[src/rtl/dlfloat_mult_pipe.sv]
// Pipelined DLFloat multiplier with valid/ready flow control, selectable rounding and flags.
// Optional sticky status flags are enabled with the DLF_MULT_STICKY_FLAGS_EN macro.
module dlfloat_mult_pipe #(
    parameter int unsigned EXP_W       = 6,
    parameter int unsigned MAN_W       = 9,
    parameter int unsigned BIAS        = 31,
    parameter int unsigned PIPE_STAGES = 3,
    parameter bit          ROUND_RNE   = 1'b1
) (
    input  logic                     clk,
    input  logic                     rst_n,
    input  logic                     in_valid,
    output logic                     in_ready,
    input  logic [EXP_W+MAN_W:0]     in_a,
    input  logic [EXP_W+MAN_W:0]     in_b,
    output logic                     out_valid,
    input  logic                     out_ready,
    output logic [EXP_W+MAN_W:0]     out_result,
`ifdef DLF_MULT_STICKY_FLAGS_EN
    output logic [3:0]               out_flags,
    input  logic                     status_clr,
    output logic [3:0]               status_flags
`else
    output logic [3:0]               out_flags
`endif
);

    localparam int unsigned W   = 1 + EXP_W + MAN_W;
    localparam int unsigned SW  = MAN_W + 1;
    localparam int unsigned PW  = 2 * SW;
    localparam int unsigned EW  = EXP_W + 2;
    localparam int unsigned S1W = 3 + EW + 2 * SW;
    localparam int unsigned S2W = 3 + EW + PW;
    localparam int unsigned S3W = W + 4;
    localparam logic signed [EW-1:0] EMax = EW'((1 << EXP_W) - 1);
    localparam logic signed [EW-1:0] EMin = EW'(1);

    // The whole pipeline stalls together whenever the output is held.
    logic advance;
    assign advance  = !out_valid || out_ready;
    assign in_ready = advance;

    // Stage 1: unpack, classify, sign and biased exponent sum
    logic [EXP_W-1:0]     ea, eb;
    logic                 s1c_sign, s1c_nan, s1c_zero;
    logic signed [EW-1:0] s1c_e;
    logic [SW-1:0]        s1c_ma, s1c_mb;
    logic [S1W-1:0]       s1c_pl, s1_pl;
    logic                 s1_valid;

    always_comb begin
        ea       = in_a[MAN_W +: EXP_W];
        eb       = in_b[MAN_W +: EXP_W];
        s1c_sign = in_a[W-1] ^ in_b[W-1];
        s1c_nan  = (&in_a[W-2:0]) || (&in_b[W-2:0]);
        s1c_zero = (ea == '0) || (eb == '0);
        s1c_e    = EW'(ea) + EW'(eb) - EW'(BIAS);
        s1c_ma   = {1'b1, in_a[MAN_W-1:0]};
        s1c_mb   = {1'b1, in_b[MAN_W-1:0]};
    end

    assign s1c_pl = {s1c_sign, s1c_nan, s1c_zero, s1c_e, s1c_ma, s1c_mb};

    if (PIPE_STAGES >= 2) begin : g_s1_reg
        logic           s1_valid_d, s1_valid_q;
        logic [S1W-1:0] s1_pl_d, s1_pl_q;

        always_comb begin
            s1_valid_d = s1_valid_q;
            s1_pl_d    = s1_pl_q;
            if (advance) begin
                s1_valid_d = in_valid;
                s1_pl_d    = s1c_pl;
            end
        end

        always_ff @(posedge clk or negedge rst_n) begin
            if (!rst_n) begin
                s1_valid_q <= 1'b0;
                s1_pl_q    <= '0;
            end else begin
                s1_valid_q <= s1_valid_d;
                s1_pl_q    <= s1_pl_d;
            end
        end

        assign s1_valid = s1_valid_q;
        assign s1_pl    = s1_pl_q;
    end else begin : g_s1_bypass
        assign s1_valid = in_valid;
        assign s1_pl    = s1c_pl;
    end

    // Stage 2: significand product
    logic                 u1_sign, u1_nan, u1_zero;
    logic signed [EW-1:0] u1_e;
    logic [SW-1:0]        u1_ma, u1_mb;
    logic [PW-1:0]        s2c_prod;
    logic [S2W-1:0]       s2c_pl, s2_pl;
    logic                 s2_valid;

    assign {u1_sign, u1_nan, u1_zero, u1_e, u1_ma, u1_mb} = s1_pl;
    assign s2c_prod = PW'(u1_ma) * PW'(u1_mb);
    assign s2c_pl   = {u1_sign, u1_nan, u1_zero, u1_e, s2c_prod};

    if (PIPE_STAGES >= 3) begin : g_s2_reg
        logic           s2_valid_d, s2_valid_q;
        logic [S2W-1:0] s2_pl_d, s2_pl_q;

        always_comb begin
            s2_valid_d = s2_valid_q;
            s2_pl_d    = s2_pl_q;
            if (advance) begin
                s2_valid_d = s1_valid;
                s2_pl_d    = s2c_pl;
            end
        end

        always_ff @(posedge clk or negedge rst_n) begin
            if (!rst_n) begin
                s2_valid_q <= 1'b0;
                s2_pl_q    <= '0;
            end else begin
                s2_valid_q <= s2_valid_d;
                s2_pl_q    <= s2_pl_d;
            end
        end

        assign s2_valid = s2_valid_q;
        assign s2_pl    = s2_pl_q;
    end else begin : g_s2_bypass
        assign s2_valid = s1_valid;
        assign s2_pl    = s2c_pl;
    end

    // Stage 3: normalise, round, range check, pack
    logic                 u2_sign, u2_nan, u2_zero;
    logic signed [EW-1:0] u2_e;
    logic [PW-1:0]        u2_prod;
    logic                 msb, guard, sticky, round_up, inexact;
    logic [PW-2:0]        norm;
    logic [MAN_W-1:0]     frac, frac_fin;
    logic [SW-1:0]        rnd;
    logic signed [EW-1:0] e_fin;
    logic [W-1:0]         s3c_res;
    logic [3:0]           s3c_flags;
    logic [S3W-1:0]       s3_pl;
    logic                 s3_valid;

    assign {u2_sign, u2_nan, u2_zero, u2_e, u2_prod} = s2_pl;

    always_comb begin
        msb       = u2_prod[PW-1];
        // Hidden bit dropped; norm holds the fraction followed by the discarded bits.
        norm      = msb ? u2_prod[PW-2:0] : {u2_prod[PW-3:0], 1'b0};
        frac      = norm[PW-2 -: MAN_W];
        guard     = norm[PW-2-MAN_W];
        sticky    = |norm[PW-3-MAN_W:0];
        inexact   = guard || sticky;
        round_up  = ROUND_RNE && guard && (sticky || frac[0]);
        rnd       = {1'b0, frac} + SW'(round_up);
        frac_fin  = rnd[MAN_W-1:0];
        e_fin     = u2_e + EW'(msb) + EW'(rnd[MAN_W]);
        s3c_res   = '0;
        s3c_flags = 4'b0000;
        if (u2_nan) begin
            s3c_res   = {u2_sign, {(W-1){1'b1}}};
            s3c_flags = 4'b1000;
        end else if (!u2_zero) begin
            if (e_fin > EMax || (e_fin == EMax && (&frac_fin))) begin
                s3c_res   = {u2_sign, {(W-1){1'b1}}};
                s3c_flags = 4'b0100;
            end else if (e_fin < EMin) begin
                s3c_flags = 4'b0011;
            end else begin
                s3c_res   = {u2_sign, e_fin[EXP_W-1:0], frac_fin};
                s3c_flags = {3'b000, inexact};
            end
        end
    end

    if (PIPE_STAGES >= 4) begin : g_s3_reg
        logic           s3_valid_d, s3_valid_q;
        logic [S3W-1:0] s3_pl_d, s3_pl_q;

        always_comb begin
            s3_valid_d = s3_valid_q;
            s3_pl_d    = s3_pl_q;
            if (advance) begin
                s3_valid_d = s2_valid;
                s3_pl_d    = {s3c_res, s3c_flags};
            end
        end

        always_ff @(posedge clk or negedge rst_n) begin
            if (!rst_n) begin
                s3_valid_q <= 1'b0;
                s3_pl_q    <= '0;
            end else begin
                s3_valid_q <= s3_valid_d;
                s3_pl_q    <= s3_pl_d;
            end
        end

        assign s3_valid = s3_valid_q;
        assign s3_pl    = s3_pl_q;
    end else begin : g_s3_bypass
        assign s3_valid = s2_valid;
        assign s3_pl    = {s3c_res, s3c_flags};
    end

    // Output register
    logic         out_valid_d, out_valid_q;
    logic [W-1:0] out_result_d, out_result_q;
    logic [3:0]   out_flags_d, out_flags_q;

    always_comb begin
        out_valid_d  = out_valid_q;
        out_result_d = out_result_q;
        out_flags_d  = out_flags_q;
        if (advance) begin
            out_valid_d                 = s3_valid;
            {out_result_d, out_flags_d} = s3_pl;
        end
    end

    always_ff @(posedge clk or negedge rst_n) begin
        if (!rst_n) begin
            out_valid_q  <= 1'b0;
            out_result_q <= '0;
            out_flags_q  <= 4'b0000;
        end else begin
            out_valid_q  <= out_valid_d;
            out_result_q <= out_result_d;
            out_flags_q  <= out_flags_d;
        end
    end

    assign out_valid  = out_valid_q;
    assign out_result = out_result_q;
    assign out_flags  = out_flags_q;

`ifdef DLF_MULT_STICKY_FLAGS_EN
    logic [3:0] status_flags_d, status_flags_q;

    // Clear first so a same-cycle handshake still records its flags.
    always_comb begin
        status_flags_d = status_clr ? 4'b0000 : status_flags_q;
        if (out_valid && out_ready) begin
            status_flags_d = status_flags_d | out_flags;
        end
    end

    always_ff @(posedge clk or negedge rst_n) begin
        if (!rst_n) begin
            status_flags_q <= 4'b0000;
        end else begin
            status_flags_q <= status_flags_d;
        end
    end

    assign status_flags = status_flags_q;
`endif

endmodule
[config.mk]
export PLATFORM = sky130hd
export DESIGN_NAME = dlfloat_mult_pipe
export DESIGN_NICKNAME = d
export VERILOG_FILES = /design/src/rtl/dlfloat_mult_pipe.sv
export SDC_FILE = /design/constraint.sdc
export NUM_CORES = 1
export LEC_CHECK = 0
export ABC_AREA = 1
export CORE_ASPECT_RATIO = 0.9
export CORE_MARGIN = 5
export CORE_UTILIZATION = 46
export DETAILED_ROUTE_END_ITERATION = 8
export GPL_TIMING_DRIVEN = 0
export HOLD_SLACK_MARGIN = 0.08
export PLACE_DENSITY = 0.64
export REMOVE_ABC_BUFFERS = 1
export SLEW_MARGIN = 10
export SYNTH_ARGS = -nofsm -noshare
export SYNTH_HDL_FRONTEND = slang
export SYNTH_SLANG_ARGS = --single-unit
[constraint.sdc]
create_clock -name clk -period 5.4 [get_ports clk]
set_input_delay 1.08 -clock clk [delete_from_list [all_inputs] [get_ports clk]]
set_output_delay 1.08 -clock clk [all_outputs]
set_load 0.05 [all_outputs]
# Yosys cells after proc, flatten, opt, wreduce, memory -nomap -nowiden
# Cells that the tools add are included.
dict set report totals {
  reg_bits 85
  inputBits 36
  elab_cells 41
}
dict set report op_classes {
  n_addsub 5
  mul 1
  n_lt_le_gt_ge 2
  n_eq_ne 1
  n_mux 9
  bitwise_logic 1
  reduce_logical 15
}
# op n
set op_table {}
lappend op_table {{2-to-1 mux 16 bit} 4}
lappend op_table {{AND reduction 15 bit} 2}
lappend op_table {{multiplier 10 x 10 -> 20 bit} 1}
lappend op_table {{2-to-1 mux 19 bit} 1}
lappend op_table {{adder 8 x 1 -> 8 bit} 2}
lappend op_table {{logical NOT 6 bit} 2}
lappend op_table {{adder 9 x 1 -> 10 bit} 1}
lappend op_table {{AND reduction 9 bit} 1}
lappend op_table {{OR reduction 9 bit} 1}
lappend op_table {{equality test 8 x 7 -> 1 bit (second input constant)} 1}
lappend op_table {{> comparator 8 x 7 -> 1 bit (second input constant)} 1}
lappend op_table {{< comparator 8 x 2 -> 1 bit (second input constant)} 1}
lappend op_table {{subtractor 7 x 5 -> 8 bit (second input constant)} 1}
lappend op_table {{adder 6 x 6 -> 7 bit} 1}
lappend op_table {{logical OR 1 bit} 6}
lappend op_table {{2-to-1 mux 3 bit} 2}
lappend op_table {{2-to-1 mux 4 bit} 1}
lappend op_table {{logical AND 1 bit} 2}
lappend op_table {{2-to-1 mux 2 bit} 1}
lappend op_table {{logical NOT 1 bit} 1}
lappend op_table {{bitwise XOR 1 bit} 1}

# Longest topological paths before layout
# Gate-level depths: netlist of run 1.
dict set report logic_depth {
  ltp_word 12
  mapped_depth 24
  mapped_depth_nobuf 23
}

# Worst setup path before layout of run 1
# OpenSTA, ideal clock, no wires.
dict set report synth_timing {
  path_type {reg2reg}
  from {register g_s1_reg.s1_pl_q[19]}
  to {register g_s2_reg.s2_pl_q[13]}
  setup_ns 0.130
  arrival_time_ns 5.109
  required_time_ns 5.270
  path_slack_ns 0.161
  stages_incl_launch_ff 22
  path_buffers 2
  period_less_slack_ns 5.239
  path_cell_list {dfrtp_1 -> clkbuf_1 -> buf_1 -> nand2_1 -> fa_1 -> fa_1 -> inv_1 -> fa_1 -> fa_1 -> inv_1 -> fa_1 -> inv_1 -> ha_1 -> nand2_1 -> inv_1 -> a21boi_0 -> nand3_1 -> nand3_1 -> nand2_1 -> or2_2 -> nand3_1 -> o21ai_0}
}
dict set report synth_between {
  elab_chain_len 1
}
# element line
set synth_rtl {}
lappend synth_rtl {{start: declaration} 66} ;# logic [S1W-1:0] s1_pl_d, s1_pl_q;
lappend synth_rtl {{start signal: assignment} 83} ;# s1_pl_q <= s1_pl_d;
lappend synth_rtl {{multiplier 10 x 10 -> 20 bit} 103} ;# assign s2c_prod = PW'(u1_ma) * PW'(u1_mb);
lappend synth_rtl {{end signal: assignment} 125} ;# s2_pl_q <= s2_pl_d;
lappend synth_rtl {{end: declaration} 108} ;# logic [S2W-1:0] s2_pl_d, s2_pl_q;
# No other way between the ends.
# A chain may end at the register's enable or synchronous reset.

# Final worst setup path of run 1
dict set report layout_timing {
  from {register g_s1_reg.s1_pl_q[6]}
  to {register g_s2_reg.s2_pl_q[15]}
}
# Same word-level chain as after synthesis.

==> metrics list, run 1 <==
- The run finished with clean final reports.
* Largest area contributor in the netlist: dfrtp_1
- At the worst endpoint, the required time is approximately 5.6 ns.
- Type of the worst setup path: reg2reg
- Fmax: 199 MHz
- The post-route netlist has under 10% of its cells at a drive strength greater than 1.
- The routed design has 16700 um of wire.
* Number of diodes added for antenna fixing: 0
- The detailed router finished its first iteration with between 200 and 300 violations.
- After layout, the minimum clock period comes to between 5 and 6 ns.
* Main area contributors after synthesis: dfrtp_1 27%, nand2_1 17%, fa_1 17%
- The clock net in this run drives a total of 84 sinks.
* Summed instance area of the synthesized netlist: 7700 sq um
* CTS Hold Buffers Added: 0
- The tightest min-delay check is of the reg2reg type.
- The number of hold-slack violations in the final timing report was 0.
- Walking the worst path, the cells encountered are nand2_1 > inv_1 > fa_1 > inv_1 > fa_1 > inv_1 > fa_1 > fa_1 > inv_1 > fa_1 > inv_1 > ha_1 > nand2_1 > nor2_1 > nand2_1 > nand3_1 > buf_4 > a21oi_1 > or2_2 > nand3_1 > o21ai_0.
- The number of global-route vias before repair was between 6000 and 7000.
- The die covers 19400 sq um.
- Final weighted congestion in routability-driven placement: ~0.84
* Transition time at the pin with the least slew margin: around 0.73 ns
- TritonCTS built the clock tree.
- The filler cells instantiated in the layout total roughly 1600.
- Using the TritonRoute via totals, the vias-per-cell ratio works out to 4.86.
* FP Rows: 44
- After detailed routing, the average wire length per cell comes to 13.0 um.
- Clock insertion delay at the later pin of the skew report: 0.35 ns
* Slowest cell on the critical path: fa_1
* I/O Buffers: 57
- The final max-slew violation count is 0.
* Number of nets in the layout: roughly 1200
* Crit. End Element: register
- Synthesized instance count: approximately 1000
- Die X: roughly 150 um
- CP peak stage delay: about 0.54 ns
* Synthesized area divided by synthesized cell count: between 7 and 8 sq um
* Critical Path Start Type: register
* Top-Level Pins: 58
- Count of state elements after synthesis: 84
- Library cells used by synthesis: 36
- Clock slew at the register clock pins of the worst setup and hold paths: roughly 0.06 ns
* Via count of the routed design: between 6000 and 7000
* Maximum number of pins on one net before global-route repair: 56
* Maximum root-to-sink buffer count: 2
- Clock tree skew after final layout: around 0.0055 ns
- In this run the remaining antenna-violating nets after routing total 0.
- CP Max Fanout: 11
- The multi-input combinational cells in the finished layout cover a total of 4750 sq um.
- HPWL reported at the end of detailed placement: 13000 um
- Endpoint arrival time on the critical path: 5.24 ns
- Initial cell density of the core: a little under half
- Measured along the y axis, the die boundary spans around 130 um.
* Final worst-path cycle share: 92.9%
- Buffers inserted during clock tree synthesis total 9.
- After the flow finishes, the layout carries non-filler instances totaling about 1300.
- Area share of the largest cell type after synthesis: a little over a quarter
- The initial antenna violation count is 0.
- Relative area change from synthesis to final layout: 15.9%
* Max capacitance violation total: 0
- The worst pin sits at a relative slew slack of around 50%.
- H-tree levels: 3
* Inst Count DP: 1259
* Proportion of synthesized chip area in sequential cells: around 27%
* RSZ-0062 raised after global routing: false
- Overall global routing resource usage: between 10% and 20%
- Pre-antenna DRT Iters: 4
- Setup violations remaining at the end of the flow were counted as 0.
* Placeable Area: roughly 16000 sq um
- The cell sitting at the root of the clock tree is a clkbuf_16.
- Summed over all layers, the global routing overflow is 0.
- Register Area: about 2100 sq um
- For this run, design rule violations remaining after detail routing come to 0.
- Wire length of the first global-routing pass: approximately 29000 um
* Total number of yosys warnings: 0
==> kinds of logic after synthesis <==
logic type                 Yosys count  synth area share (%)
adders and majority gates          132                  27.7
and+or+nand+nor                    468                  24.7
DFF                                 84                  27.3
AOI/OAI and AO/OA                  111                  7.83
buffers and inverters              224                  11.1
xor gates and xnor gates            12                  1.36
==> cells in the final DEF (no fill, tap or decap), types with 2 or more instances in the layout <==
| cell type | netlist | layout |
|---|---|---|
| fa_1 | 64 | 64 |
| nand2_1 | 356 | 356 |
| inv_2 | 1 | 2 |
| or2_2 | 6 | 6 |
| xor2_1 | 6 | 6 |
| nor2_4 | 1 | 2 |
| buf_4 | 0 | 18 |
| o31ai_1 | 2 | 2 |
| a21oi_1 | 22 | 22 |
| ha_1 | 68 | 68 |
| clkdlybuf4s50_1 | 0 | 56 |
| clkbuf_16 | 0 | 9 |
| nor4_1 | 5 | 5 |
| a21o_1 | 4 | 4 |
| xnor2_1 | 6 | 6 |
| dfrtp_1 | 84 | 66 |
| inv_6 | 0 | 3 |
| o21bai_1 | 5 | 5 |
| nand2_2 | 5 | 5 |
| o21ai_1 | 11 | 11 |
| nand3_1 | 38 | 38 |
| buf_16 | 0 | 3 |
| inv_1 | 183 | 182 |
| dfrtp_2 | 0 | 17 |
| nand4_1 | 16 | 16 |
| nor2_1 | 38 | 37 |
| a31oi_1 | 2 | 2 |
| o21ai_0 | 59 | 59 |
==> routing by layer <==
| layer | vias to the layer above | global-route usage, % | part of all wire, % |
|---|---|---|---|
| li1 | 3277 | - | - |
| met1 | 2891 | 25.1 | 49 |
| met2 | 97 | 28.2 | 45 |
| met3 | 14 | 4.10 | 4.4 |
| met4 | 0 | 4.86 | 1.4 |
| met5 | - | 0 | 0 |
==> synth_stat cells <==
cell type / instances
or2_2: 6
nand4_1: 16
nor2_4: 1
inv_2: 1
o21ai_0: 59
a22o_1: 1
nor4_1: 5
nor2_1: 38
a21oi_1: 22
o21a_1: 1
a21boi_0: 1
o21bai_1: 5
a31o_2: 1
buf_1: 2
nor3_1: 1
o21ai_2: 1
nand3_1: 38
a31oi_1: 2
a21o_1: 4
clkbuf_1: 34
buf_2: 1
nor2_2: 1
nand2_1: 356
xor2_1: 6
nand2_2: 5
buf_6: 2
o31ai_1: 2
fa_1: 64
o21ai_1: 11
dfrtp_1: 84
clkbuf_2: 1
nand3b_1: 1
o22ai_1: 1
inv_1: 183
ha_1: 68
xnor2_1: 6
==> state kept, by name, indices dropped and copies added (netlist names) <==
| name | flops |
|---|---|
| g_s1_reg.s1_pl_q | 30 |
| g_s1_reg.s1_valid_q | 1 |
| g_s2_reg.s2_pl_q | 31 |
| g_s2_reg.s2_valid_q | 1 |
| out_flags | 4 |
| out_result | 16 |
| out_valid | 1 |
==> metrics by stage <==
step | hold slack, ns | setup WS (ns) | utilization [%] | setup TNS [ns] | cell area, sq um
CTS | 0.454 | 0.142 | 53.9 | 0 | 8780
global route | 0.473 | 0.0552 | 54.8 | 0 | 8930
detailed placement | 0.436 | -0.0922 | 52.0 | -0.0922 | 8470
global placement | 0.433 | -5.01 | 51.3 | -247.40 | 8360
finish | 0.449 | 0.385 | 54.8 | 0 | 8930
floorplan | 0.420 | -0.902 | - | -27.63 | 7530
==> worst paths after layout <==
kind                                                 start  slack (ns)                               end  cells past startpoint
max                        g_s1_reg.s1_pl_q[6]$_DFFE_PN0P_        0.38  g_s2_reg.s2_pl_q[15]$_DFFE_PN0P_                     21
min                        g_s2_reg.s2_valid_q$_DFFE_PN0P_        0.45             out_valid$_DFFE_PN0P_                      2
max reg2reg                g_s1_reg.s1_pl_q[6]$_DFFE_PN0P_        0.38  g_s2_reg.s2_pl_q[15]$_DFFE_PN0P_                     21
min reg2reg                g_s2_reg.s2_valid_q$_DFFE_PN0P_        0.45             out_valid$_DFFE_PN0P_                      2
max in group asynchronous                            rst_n        4.11  g_s1_reg.s1_pl_q[19]$_DFFE_PN0P_                      2
min in group asynchronous                            rst_n        0.66         out_result[2]$_DFFE_PN0P_                      1
==> worst max-delay path, delay by kind of cell (launching register included) <==
family	cells	cell delay (ns)
AOI/OAI and AO/OA	2	0.13
adders and majority gates	6	2.91
buffers and inverters	6	0.37
and+or+nand+nor	7	0.97
DFF	1	0.50
==> layout make-up <==
type	count	area share (%)
Clock inverter	7	0.897
Timing Repair Buffer	78	8.94
Multi-Input combinational cell	723	53.2
Clock buffer	9	2.52
Tap cell	207	2.90
Inverter	184	7.74
Sequential cell	84	23.8
==> timing repair <==
item,in CTS,in global routing
buffers inserted,0,17
pin swaps,0,1
gates resized for setup,1,19
setup endpoints to repair,1,4
Power of run 1 is left out: the tool's default activity adds up to more than one toggle a clock period on the data nets, which glitch-free logic cannot reach.
==> run 2: changes to the inputs <==
--- a/config.mk
+++ b/config.mk
@@ -9,6 +9,7 @@
 export CORE_ASPECT_RATIO = 0.9
 export CORE_MARGIN = 5
 export CORE_UTILIZATION = 46
+export CTS_CLUSTER_DIAMETER = 200
 export DETAILED_ROUTE_END_ITERATION = 8
 export GPL_TIMING_DRIVEN = 0
 export HOLD_SLACK_MARGIN = 0.08
==> results of run 2 <==
Same layout as run 1: the final DEF is identical, and so are final timing and power.
Power of run 2 is left out for the same reason.
==> run 3: changes to the inputs <==
--- a/config.mk
+++ b/config.mk
@@ -6,14 +6,17 @@
 export NUM_CORES = 1
 export LEC_CHECK = 0
 export ABC_AREA = 1
+export CAP_MARGIN = 5
+export CELL_PAD_IN_SITES_DETAIL_PLACEMENT = 2
+export CELL_PAD_IN_SITES_GLOBAL_PLACEMENT = 2
 export CORE_ASPECT_RATIO = 0.9
 export CORE_MARGIN = 5
-export CORE_UTILIZATION = 46
+export CORE_UTILIZATION = 32
 export CTS_CLUSTER_DIAMETER = 200
 export DETAILED_ROUTE_END_ITERATION = 8
 export GPL_TIMING_DRIVEN = 0
 export HOLD_SLACK_MARGIN = 0.08
-export PLACE_DENSITY = 0.64
+export PLACE_DENSITY = 0.74
 export REMOVE_ABC_BUFFERS = 1
 export SLEW_MARGIN = 10
 export SYNTH_ARGS = -nofsm -noshare
==> run 3 against run 2 <==
Compared with the run above:
- flip-flop and latch count did not move
- maximum frequency shrank 0.79%
- highest routed layer unchanged
- die area increased by 40%
- critical path depth shrank 1
- core utilization down 16 points
- final cell count up 7.7%
- largest cell class unchanged
==> metrics list, run 3 (same netlist as run 1, synthesis figures left out) <==
- Outcome: completed
- After detailed routing, the total wire length is 22600 um.
* Tmin final: between 5 and 6 ns
* Launching instance or port of the critical path: g_s1_reg.s1_pl_q[6]$_DFFE_PN0P_
- The first TritonRoute pass finished after 4 iterations.
* CP Max Fanout: 11
- Final routed DRC violation total: 0
- Clock slew at the register clock pins of the worst setup and hold paths: around 0.070 ns
* Initial cell density of the core: 32.7%
- FP Rows: 53
- Endpoint arrival time on the critical path: ~5.3 ns
- Grt ovf: 0
- Layout filler cell count: between 2000 and 3000
- In this run, CTS created clock tree buffers numbering 9.
- Critical Path RT: approximately 5.6 ns
- The detailed router finished its first iteration with about 230 violations.
- Relative to the synthesized area, the layout overhead comes to 17.9%.
- Worst reg2reg path startpoint: g_s1_reg.s1_pl_q[6]$_DFFE_PN0P_
- Critical Path Start Type: register
- Dividing the detail-routed wire length by the instance count gives 16.2 um.
* Antenna violations before repair: 0
- Overall global routing resource usage: 16.7%
* Top-Level Pins: 58
- Entering global routing, the biggest net connects 61 pins.
- Placeable Area: ~24000 sq um
* Logic depth of the worst register-to-register path: 20
- Number of failing hold endpoints at the final stage: 0
- After the last flow step, the layout net total stands at about 1300.
* Final worst-path cycle share: about 94%
- Multi-input logic area: roughly 4800 sq um
- Final ANT Viol Nets: 0
* R2R Path End: g_s2_reg.s2_pl_q[13]$_DFFE_PN0P_
- Overall die area: approximately 27000 sq um
- The count of buffers added on input and output ports is 57.
- On the final layout, the worst clock skew is 0.0109 ns.
* Slowest cell on the critical path: fa_1
* CTS Root Cell: clkbuf_16
- Fmax: just under 200 MHz
- Clock insertion delay at the later pin of the skew report: about 0.35 ns
- The die is roughly 170 um wide.
* Number of flip-flops under the largest register name: 31
* Via density per instance: between 4 and 5
* Commonest non-fill, non-tap cell in the layout: nand2_1
- Worst Hold Class: reg2reg
* HPWL reported at the end of detailed placement: approximately 17000 um
* Capturing element of the worst setup path: g_s2_reg.s2_pl_q[13]$_DFFE_PN0P_
* Clock sink count: 84
- In this run the number of cells on the critical path is 20.
* Commonest non-fill, non-tap cells in the layout: 356 x nand2_1, 182 x inv_1, 68 x ha_1, 66 x dfrtp_1, 64 x fa_1
* H-tree levels: 3
- Count of final max-slew check failures: 0
* CP peak stage delay: 0.59 ns
* Type of the worst setup path: reg2reg
- Total buffers and inverters traversed by the critical path: 5
* Crit. End Element: register
- RSZ-0062 raised after global routing: false
- For this block, the via count after detailed routing is 6603.
- In the final layout, flip-flops and latches occupy around 2100 sq um.
* Worst slew margin: between 40% and 50%
- Max capacitance violation total: 0
* Minimum setup slack among reg-to-reg paths: 0.34 ns
* Overall die height: about 160 um
- Maximum root-to-sink buffer count: 2
- Final weighted congestion in routability-driven placement: 0.764
- Fraction of layout cells with a size suffix above 1: under 10%
* Number of global-route vias before repair: about 7400
* Cell area after layout: between 9000 and 10000 sq um
* Clock tree from TritonCTS: built
- Delay-heaviest family, CP: adder cells
* Series of cell instances along the critical path: nand2_1 > inv_1 > fa_1 > fa_1 > inv_1 > fa_1 > inv_1 > fa_1 > inv_1 > fa_1 > inv_1 > ha_1 > a21o_1 > a21boi_1 > nand3_2 > nand3_1 > nand2_1 > or2_2 > nand3_1 > o21ai_0
- The first global-routing pass estimated between 30000 and 40000 um of wire.
- Setup violators final: 0
- Number of diodes added for antenna fixing: 0
- For the pin with the worst max-slew slack, the measured transition is roughly 0.75 ns.
- In this run the cell area measured after placement is 8590 sq um.
- Register with the most flip-flops: g_s2_reg.s2_pl_q
[run 3: metrics by stage]
stage               worst slack, ns  utilization, %  hold slack, ns  setup TNS (ns)  std cells
global placement              -5.50            36.0           0.433         -288.99       1350
detailed placement           -0.233            36.5           0.455          -0.548       1354
CTS                         0.00719            37.8           0.474               0       1370
global route                0.00873            38.6           0.504               0       1391
floorplan                    -0.902               -           0.420          -27.63        991
finish                        0.345            38.6           0.465               0       1391
[run 3: final cells by class]
cell class	count	share of cell area (%)
Timing Repair Buffer	82	9.19
Tap cell	302	4.16
Sequential cell	84	23.5
Inverter	184	7.61
Clock buffer	9	2.48
Multi-Input combinational cell	723	52.4
Clock inverter	7	0.730
[run 3: worst min-delay path by stage]
stage	slack, ns	start	to	cells after the start
after floorplan	0.42	g_s2_reg.s2_valid_q$_DFFE_PN0P_	out_valid$_DFFE_PN0P_	2
after global placement	0.43	g_s2_reg.s2_valid_q$_DFFE_PN0P_	out_valid$_DFFE_PN0P_	2
after detailed placement	0.46	g_s2_reg.s2_valid_q$_DFFE_PN0P_	out_valid$_DFFE_PN0P_	2
after CTS	0.47	g_s2_reg.s2_valid_q$_DFFE_PN0P_	out_valid$_DFFE_PN0P_	2
after global routing	0.50	out_result[5]$_DFFE_PN0P_	out_result[5]$_DFFE_PN0P_	2
final	0.46	g_s2_reg.s2_valid_q$_DFFE_PN0P_	out_valid$_DFFE_PN0P_	2
[run 3: timing repair]
item,4_1_cts,5_1_grt
pin swaps,0,1
endpoints found under the setup margin,5,5
buffers inserted,0,21
endpoints found under the hold margin,0,0
gates resized for setup,6,17
hold buffers,0,0
[run 3: metal layers]
metal	part of all wire (%)	GRT usage (%)	vias up
li1	-	-	3264
met3	2.0	2.79	15
met2	49	29.7	56
met1	48	21.7	3268
met5	0	0	-
met4	0.99	3.53	0
[run 3: worst min-delay path, delay by kind of cell, from the launching register on]
family	cells	cell delay [ns]
flops	1	0.33
buf+inv	1	0.05
simple gates	1	0.05
Power of run 3 is left out for the same reason.
